===== config.mk =====
export PLATFORM = sky130hd
export DESIGN_NAME = im_loader
export DESIGN_NICKNAME = d
export VERILOG_FILES = /design/src/rtl/im_pkg.sv /design/src/rtl/im_byte_packer.sv /design/src/rtl/im_loader.sv
export SDC_FILE = /design/constraint.sdc
export NUM_CORES = 1
export LEC_CHECK = 0
export ABC_AREA = 1
export CORE_MARGIN = 8
export CORE_UTILIZATION = 39
export CTS_CLUSTER_DIAMETER = 200
export DETAILED_ROUTE_END_ITERATION = 16
export PLACE_DENSITY = 0.65
export RECOVER_POWER = 100
export SYNTH_ARGS = -nofsm -noshare
export SYNTH_HDL_FRONTEND = slang
export SYNTH_SLANG_ARGS = --single-unit
export TNS_END_PERCENT = 100

===== constraint.sdc =====
create_clock -name clk -period 3.05 [get_ports clk]
set_input_delay 0.4575 -clock clk [delete_from_list [all_inputs] [get_ports clk]]
set_output_delay 0.4575 -clock clk [all_outputs]
set_load 0.05 [all_outputs]

===== src/rtl/im_pkg.sv =====
// im_pkg: shared widths and FSM state encoding for the instruction-memory loader.
// Revision 1.0
`default_nettype none

package im_pkg;
  localparam int ADDR_BITS      = 5;
  localparam int WORD_WIDTH     = 32;
  localparam int BYTES_PER_WORD = 4;

  typedef enum logic [2:0] {
    S_IDLE  = 3'd0,
    S_RECV  = 3'd1,
    S_WRITE = 3'd2,
`ifdef IM_LOADER_CHECKSUM_EN
    S_CHECK = 3'd3,
`endif
    S_DONE  = 3'd4
  } state_t;
endpackage

`default_nettype wire


===== src/rtl/im_byte_packer.sv =====
// im_byte_packer: 2-bit byte counter and little-endian 32-bit word assembly register.
// Revision 1.0
`default_nettype none

module im_byte_packer
  import im_pkg::*;
(
  input  logic                  clk,
  input  logic                  rst,
  input  logic                  clear,
  input  logic                  accept,
  input  logic [7:0]            data,
  output logic [WORD_WIDTH-1:0] word,
  output logic                  word_ready
);

  logic [1:0] cnt;

  always_ff @(posedge clk or posedge rst) begin
    if (rst) begin
      cnt  <= 2'd0;
      word <= '0;
    end else if (clear) begin
      cnt <= 2'd0;
    end else if (accept) begin
      word[{cnt, 3'b000} +: 8] <= data;
      cnt                      <= cnt + 2'd1;
    end
  end

  assign word_ready = accept && (cnt == 2'(BYTES_PER_WORD - 1));

endmodule

`default_nettype wire


===== src/rtl/im_loader.sv =====
// im_loader: streams bytes into instruction memory as packed words, holding the core until done.
// Optional trailing checksum byte enabled by IM_LOADER_CHECKSUM_EN. Revision 1.0
`default_nettype none

module im_loader
  import im_pkg::*;
#(
  parameter int ADDR_BITS  = im_pkg::ADDR_BITS,
  parameter int WORD_WIDTH = im_pkg::WORD_WIDTH
) (
  input  logic                  clk,
  input  logic                  rst,
  input  logic                  start,
  input  logic [ADDR_BITS:0]    len,
  input  logic                  in_valid,
  input  logic [7:0]            in_data,
  output logic                  in_ready,
  output logic                  we,
  output logic [ADDR_BITS-1:0]  wa,
  output logic [WORD_WIDTH-1:0] wd,
  output logic                  busy,
  output logic                  cpu_hold,
  output logic                  done,
  output logic                  chk_err
);

  localparam logic [ADDR_BITS:0] MAX_LEN = {1'b1, {ADDR_BITS{1'b0}}};
  localparam logic [ADDR_BITS:0] ONE     = {{ADDR_BITS{1'b0}}, 1'b1};

  state_t               state, state_nx;
  logic [ADDR_BITS:0]   len_q;
  logic [ADDR_BITS:0]   idx;
  logic [ADDR_BITS:0]   idx_inc;
  logic [ADDR_BITS:0]   sat_len;
  logic                 start_ok;
  logic                 accept_byte;
  logic                 word_ready;

  assign sat_len     = (len > MAX_LEN) ? MAX_LEN : len;
  assign idx_inc     = idx + ONE;
  assign start_ok    = start && ((state == S_IDLE) || (state == S_DONE));
  assign accept_byte = in_valid && in_ready;

  im_byte_packer u_packer (
    .clk        (clk),
    .rst        (rst),
    .clear      (start_ok),
    .accept     (accept_byte && (state == S_RECV)),
    .data       (in_data),
    .word       (wd),
    .word_ready (word_ready)
  );

  always_ff @(posedge clk or posedge rst) begin
    if (rst) begin
      state <= S_IDLE;
      len_q <= '0;
      idx   <= '0;
    end else begin
      state <= state_nx;
      if (start_ok) begin
        len_q <= sat_len;
        idx   <= '0;
      end else if (state == S_WRITE) begin
        idx <= idx_inc;
      end
    end
  end

  always_comb begin
    state_nx = state;
    unique case (state)
      S_IDLE, S_DONE: begin
        if (start) state_nx = (sat_len == '0) ? S_DONE : S_RECV;
      end
      S_RECV: begin
        if (word_ready) state_nx = S_WRITE;
      end
      S_WRITE: begin
        if (idx_inc == len_q) begin
`ifdef IM_LOADER_CHECKSUM_EN
          state_nx = S_CHECK;
`else
          state_nx = S_DONE;
`endif
        end else begin
          state_nx = S_RECV;
        end
      end
`ifdef IM_LOADER_CHECKSUM_EN
      S_CHECK: begin
        if (accept_byte) state_nx = S_DONE;
      end
`endif
      default: state_nx = S_IDLE;
    endcase
  end

`ifdef IM_LOADER_CHECKSUM_EN
  logic [7:0] sum;
  logic [7:0] sum_nx;
  logic       chk_q;

  assign sum_nx = sum + in_data;

  always_ff @(posedge clk or posedge rst) begin
    if (rst) begin
      sum   <= 8'd0;
      chk_q <= 1'b0;
    end else if (start_ok) begin
      sum   <= 8'd0;
      chk_q <= 1'b0;
    end else if (accept_byte) begin
      if (state == S_RECV)  sum   <= sum_nx;
      if (state == S_CHECK) chk_q <= (sum_nx != 8'd0);
    end
  end

  assign chk_err  = chk_q;
  assign in_ready = (state == S_RECV) || (state == S_CHECK);
  assign busy     = (state == S_RECV) || (state == S_WRITE) || (state == S_CHECK);
`else
  assign chk_err  = 1'b0;
  assign in_ready = (state == S_RECV);
  assign busy     = (state == S_RECV) || (state == S_WRITE);
`endif

  // Word index never exceeds 2**ADDR_BITS-1 while in WRITE, so the low bits are the address.
  assign we       = (state == S_WRITE);
  assign wa       = idx[ADDR_BITS-1:0];
  assign cpu_hold = busy;
  assign done     = (state == S_DONE);

endmodule

`default_nettype wire

After elaboration in Yosys (flattened, before gate mapping)
Index checks and enable logic that the tools add are counted.

storage, ports and cells
  register bits after elaboration = 49
  output and inout bits = 43
  input bits = 18
  logic and storage cells = 43

operators by class
  magnitude comparators = 1
  bitwise gates (word level) = 1
  add/subtract/negate cells = 3
  equal/unequal tests = 7
  shift operators = 2
  muxes and demuxes = 11
  reduce and logical (&&, ||, !) cells = 13

operator list
  kind                                                    number
  bitwise mux 32 bit                                      1
  variable shift 8 x 7 -> 32 bit (first input constant)   1
  indexed part select 8 x 7 -> 32 bit                     1
  two-way mux 6 bit                                       3
  two-way mux 3 bit                                       4
  one-hot mux 3 bit (3 select lines)                      1
  negation 5 -> 7 bit                                     1
  adder 6 x 1 -> 6 bit (second input constant)            1
  equality test 6 bit                                     1
  > comparator 6 bit (second input constant)              1
  zero test 6 bit                                         1
  logical AND 1 bit                                       4
  two-way mux 2 bit                                       2
  AND reduction 2 bit                                     2
  nonzero test 2 bit                                      2
  equality test 3 x 1 -> 1 bit (second input constant)    1
  equality test 3 x 2 -> 1 bit (second input constant)    1
  equality test 3 bit (second input constant)             1
  zero test 3 bit                                         1
  adder 2 x 1 -> 2 bit (second input constant)            1
  equality test 2 bit (second input constant)             1
  logical OR 1 bit                                        2
  inequality test 2 x 1 -> 1 bit (second input constant)  1
  inequality test 2 bit (second input constant)           1
  other kinds (2)                                         2

Logic depth before layout (Yosys ltp)
  word-level depth = 6
  depth in mapped cells = 13
  gate-level depth less buffers = 13

Modules after synthesis
A second synthesis with hierarchy kept.

second synthesis, totals
  cell total of the unflattened synthesis = 333
  area, all modules = 2671.3 µm²

modules (own cells, without submodules)
  module          area each (µm²)  instances  sequential area each (µm²)  cells each
  im_byte_packer  1664.1           1          850.8                       188
  im_loader       1007.2           1          375.4                       145

Least setup slack after synthesis
Ideal clock, no wire load.

  kind = register to output
  start = register state[0]
  end = output cpu_hold
  path buffers = 1
  data required time = 2.592 ns
  path slack = 0.339 ns
  data arrival time = 2.253 ns
  stages on the path, launching flop included = 5
  cells stage by stage = dfrtp_1 nor3_2 inv_1 nand2_1 buf_4

between the ends
  longest elaborated chain between the ends = 2
  elaborated cells between the ends (all ways) = 3
  those cells by class = 2 x eq/ne; 1 x reduce/logical

RTL lines
  item                          line              RTL
  from (decl)                   im_loader.sv:30   state_t state, state_nx;
  from (signal assigned)        im_loader.sv:60   state <= state_nx;
  equality test 3 x 2 -> 1 bit  -
  via we                        im_loader.sv:18   output logic we,
  logical OR 1 bit              im_loader.sv:125  assign busy = (state == S_RECV) || (state == S_WRITE);
  to (decl)                     im_loader.sv:22   output logic cpu_hold,

The timed path passes the listed nets, and every way through them passes these cells.

Worst setup path after layout
  start = register state[0]
  end = output busy

between the ends
  longest elaborated chain between the ends = 2
  elaborated cells between the ends (all ways) = 3
  those cells by class = 2 x eq/ne; 1 x reduce/logical

RTL lines
  item                                                                          line              RTL
  equality test 3 x 1 -> 1 bit or equality test 3 x 2 -> 1 bit (tied branches)  im_loader.sv:125
  logical OR 1 bit (*)                                                          im_loader.sv:125
  to (decl)                                                                     im_loader.sv:21   output logic busy,

Every way passes the cells marked *; elsewhere a longest branch is shown, timed or not.

==> impl_metrics.tcl <==
set metrics [dict create \
    status "complete, no violations" \
    std_cell_rows 29 \
    timing_hold_violations_final 0 \
    ctsHtreeMaxLevel 2 \
    placement.cell_area_um2 3170 \
    cts_hold_repair.buffers 0 \
    setup_slack_ns 0.426 \
    hold_class "flip-flop to flip-flop" \
    detail_route.iter0.violations 83 \
    skew_ns 0.00614 \
    route.final.wire_length_um 6510 \
    post-route-min-period_ns 2.62 \
    grt_max_degree 21 \
    synth_nets 323 \
    vdd_drop_max_mv 0.565 \
    crit_required_ns 2.59 \
    fin_nets 379 \
    preCtsSetupSlack_ns 0.756 \
    post-place-cells 425 \
    timing.setup.tns_ns 0 \
    cts_post_setup_buffers_inserted 0 \
    design.die.area_um2 9400 \
    power.static_leakage_nw 1.68 \
    category_of_the_most_critical_setup_path "flip-flop to output port" \
    start_kind "flip-flop" \
    route.antenna.remaining_nets 0 \
    dp.final_hpwl_um 4880 \
    grt-ovfl-total 0 \
    die-height_um 96.9 \
    final_cell_area_um2 3250 \
    timing_worst_slew_pin_value_ns 1.08 \
    end_kind "output port" \
    max-slew-margin-rel_pct 27.9 \
    post_cts.resized_instances 0 \
    clkSlewWorstSetupHoldPaths_ns 0.10 \
    port_buffers 59 \
    die_x_um 96.9 \
    cts_num_sinks 49 \
    worst-endpoint-arrival_ns 2.17 \
    clk-insertion-delay-late_ns 0.31 \
    finalCritPeriodShare_pct 86.0 \
    tritoncts "done" \
    min-delay-start "u_packer.word[25]" \
    worstPathMaxFanout 8 \
    drt-wirelength-per-cell_um 15.0 \
    gpl_wtd_cong 0.810 \
    vias_per_cell 5.16 \
    grt_pass1_wl_um 11000 \
    seq_area_frac_synth_pct 48.0 \
    timing.fmax_mhz 381 \
    drt_first_pass_iters 4 \
    grt_pass1_vias 2201 \
    timing.max_cap.violations 0 \
    synth.cell_area_um2 2550 \
    areaGrowthSynthToFinish_pct 27.3 \
    cts.root.buffer_cell "clkbuf_8" \
    initial_utilization_pct 40.2 \
    unrepaired_setup_endpoints_after_global_routing "false" \
    vias 2236 \
    netlist-cell-type-count 28 \
    design.core.area_um2 6350 \
    final_cells 433 \
    design.portCount 61 \
    startpoint "state[0]" \
    diodes 0 \
    cts_inserted_buffers 5 \
    power.density_nw_per_um2 995 \
    synthCells 299 \
    antenna_violations_before_repair 0 \
    fin_util_pct 51.2 \
    clk_buf_depth 2 \
    post_route_cells_drive_above_1_share_pct 5.06 \
    final-max-slew-violation-count 0 \
    post_synth.cell_area_avg_um2 8.54 \
    remaining_drc_errors 0 \
    worst_r2r_src "u_packer.cnt[0]" \
    final-setup-viol-count 0 \
    yosys_warnings 0 \
    grt_util_all_layers_pct 13.8 \
    flip_flop_and_latch_count_after_synthesis 49 \
]
## area by class of cell
cell class / instances / area, µm²
fill: 600 / 3100
sequential: 49 / 1230
multi-input combinational: 196 / 1050
timing repair buffer: 62 / 606
inverter: 41 / 154
tap: 77 / 96.3
clock buffer: 5 / 68.8
clock inverter: 3 / 47.5
## worst paths after layout
path                                endpoint  slack, ns  cells after the start
max reg2reg                 u_packer.word[5]       0.71                      6
max in group asynchronous           state[2]       1.04                      3
min in group asynchronous             idx[5]       0.64                      2
max                                     busy       0.43                      5
min                        u_packer.word[25]       0.49                      2
min reg2reg                u_packer.word[25]       0.49                      2
## critical path, cell delays in order (launching register included)
cell and delay, ns:
dfrtp_1 0.44, nor3_2 0.18, buf_4 0.18, inv_1 0.10, nand2_1 0.09, dlygate4sd3_1 0.88
## stage by stage
stage / hold slack (ns) / power [mW]
6_report: 0.490 / 3.24
4_1_cts: 0.423 / 3.36
5_1_grt: 0.512 / 3.44
2_1_floorplan: 0.507 / 2.31
3_3_place_gp: 0.469 / 2.83
3_5_place_dp: 0.476 / 2.86
## state kept, by name (all words and copies together), names as in the netlist
name,cells
u_packer.cnt,2
len_q,6
state,3
idx,6
u_packer.word,32
## cell usage after synthesis
master | n | area [µm²]
o21ai_1 | 1 | 5.00
nor2_1 | 9 | 33.8
nand4_1 | 11 | 68.8
clkbuf_1 | 3 | 11.3
ha_1 | 6 | 75.1
dfrtp_1 | 49 | 1230
nand3_1 | 39 | 195
nor2_4 | 3 | 33.8
nand2_1 | 68 | 255
nand3_4 | 1 | 17.5
nor2_8 | 3 | 60.1
buf_2 | 1 | 5.00
nor2_2 | 2 | 12.5
o21ai_0 | 26 | 130
inv_2 | 3 | 11.3
clkinv_1 | 2 | 7.51
buf_6 | 2 | 22.5
nand2_4 | 1 | 11.3
o22ai_1 | 4 | 25.0
buf_4 | 7 | 52.6
nor3_2 | 1 | 10.0
nor3_1 | 1 | 5.00
o31ai_1 | 16 | 120
a21oi_2 | 1 | 8.76
conb_1 | 1 | 3.75
o21bai_1 | 1 | 7.51
a21oi_1 | 1 | 5.00
inv_1 | 36 | 135
## metal layers
metal,up-vias,routed length [µm],global-route usage [%]
li1,1109,-,-
met1,1072,3150,18.9
met2,51,2970,21.0
met3,4,324,3.56
met4,0,57,3.55
met5,-,0,0
## cell families after synthesis
| kind of cell | Yosys count | share of synthesized area (%) |
|---|---|---|
| flip-flops | 49 | 48.0 |
| adder cells (fa/ha/maj) | 6 | 2.94 |
| buffers and inverters | 54 | 9.60 |
| other | 1 | 0.147 |
| AND/OR/NAND/NOR | 139 | 27.5 |
| AO/OA/AOI/OAI | 50 | 11.8 |
## cell usage in the layout (no fill, tap or decap)
cell and instances:
a21oi_1 2, buf_4 1, bufinv_16 1, clkbuf_1 2, clkbuf_8 5, clkdlybuf4s50_1 16, clkinv_1 2, conb_1 1
dfrtp_1 49, dlygate4sd3_1 43, ha_1 6, inv_1 37, inv_2 2, inv_6 2, nand2_1 69, nand3_1 39
nand3_4 1, nand4_1 11, nor2_1 12, nor2_2 1, nor2_4 1, nor2_8 3, nor3_1 1, nor3_2 1
o21ai_0 26, o21ai_1 1, o21bai_1 1, o22ai_1 4, o31ai_1 16
## power breakdown
group	total, mW	switching [mW]	internal, mW	leakage, nW
clock	0.491	0.240	0.251	0.0591
combinational	1.76	1.28	0.473	0.955
sequential	0.991	0.136	0.855	0.663
(Power assumes the default switching activity.)
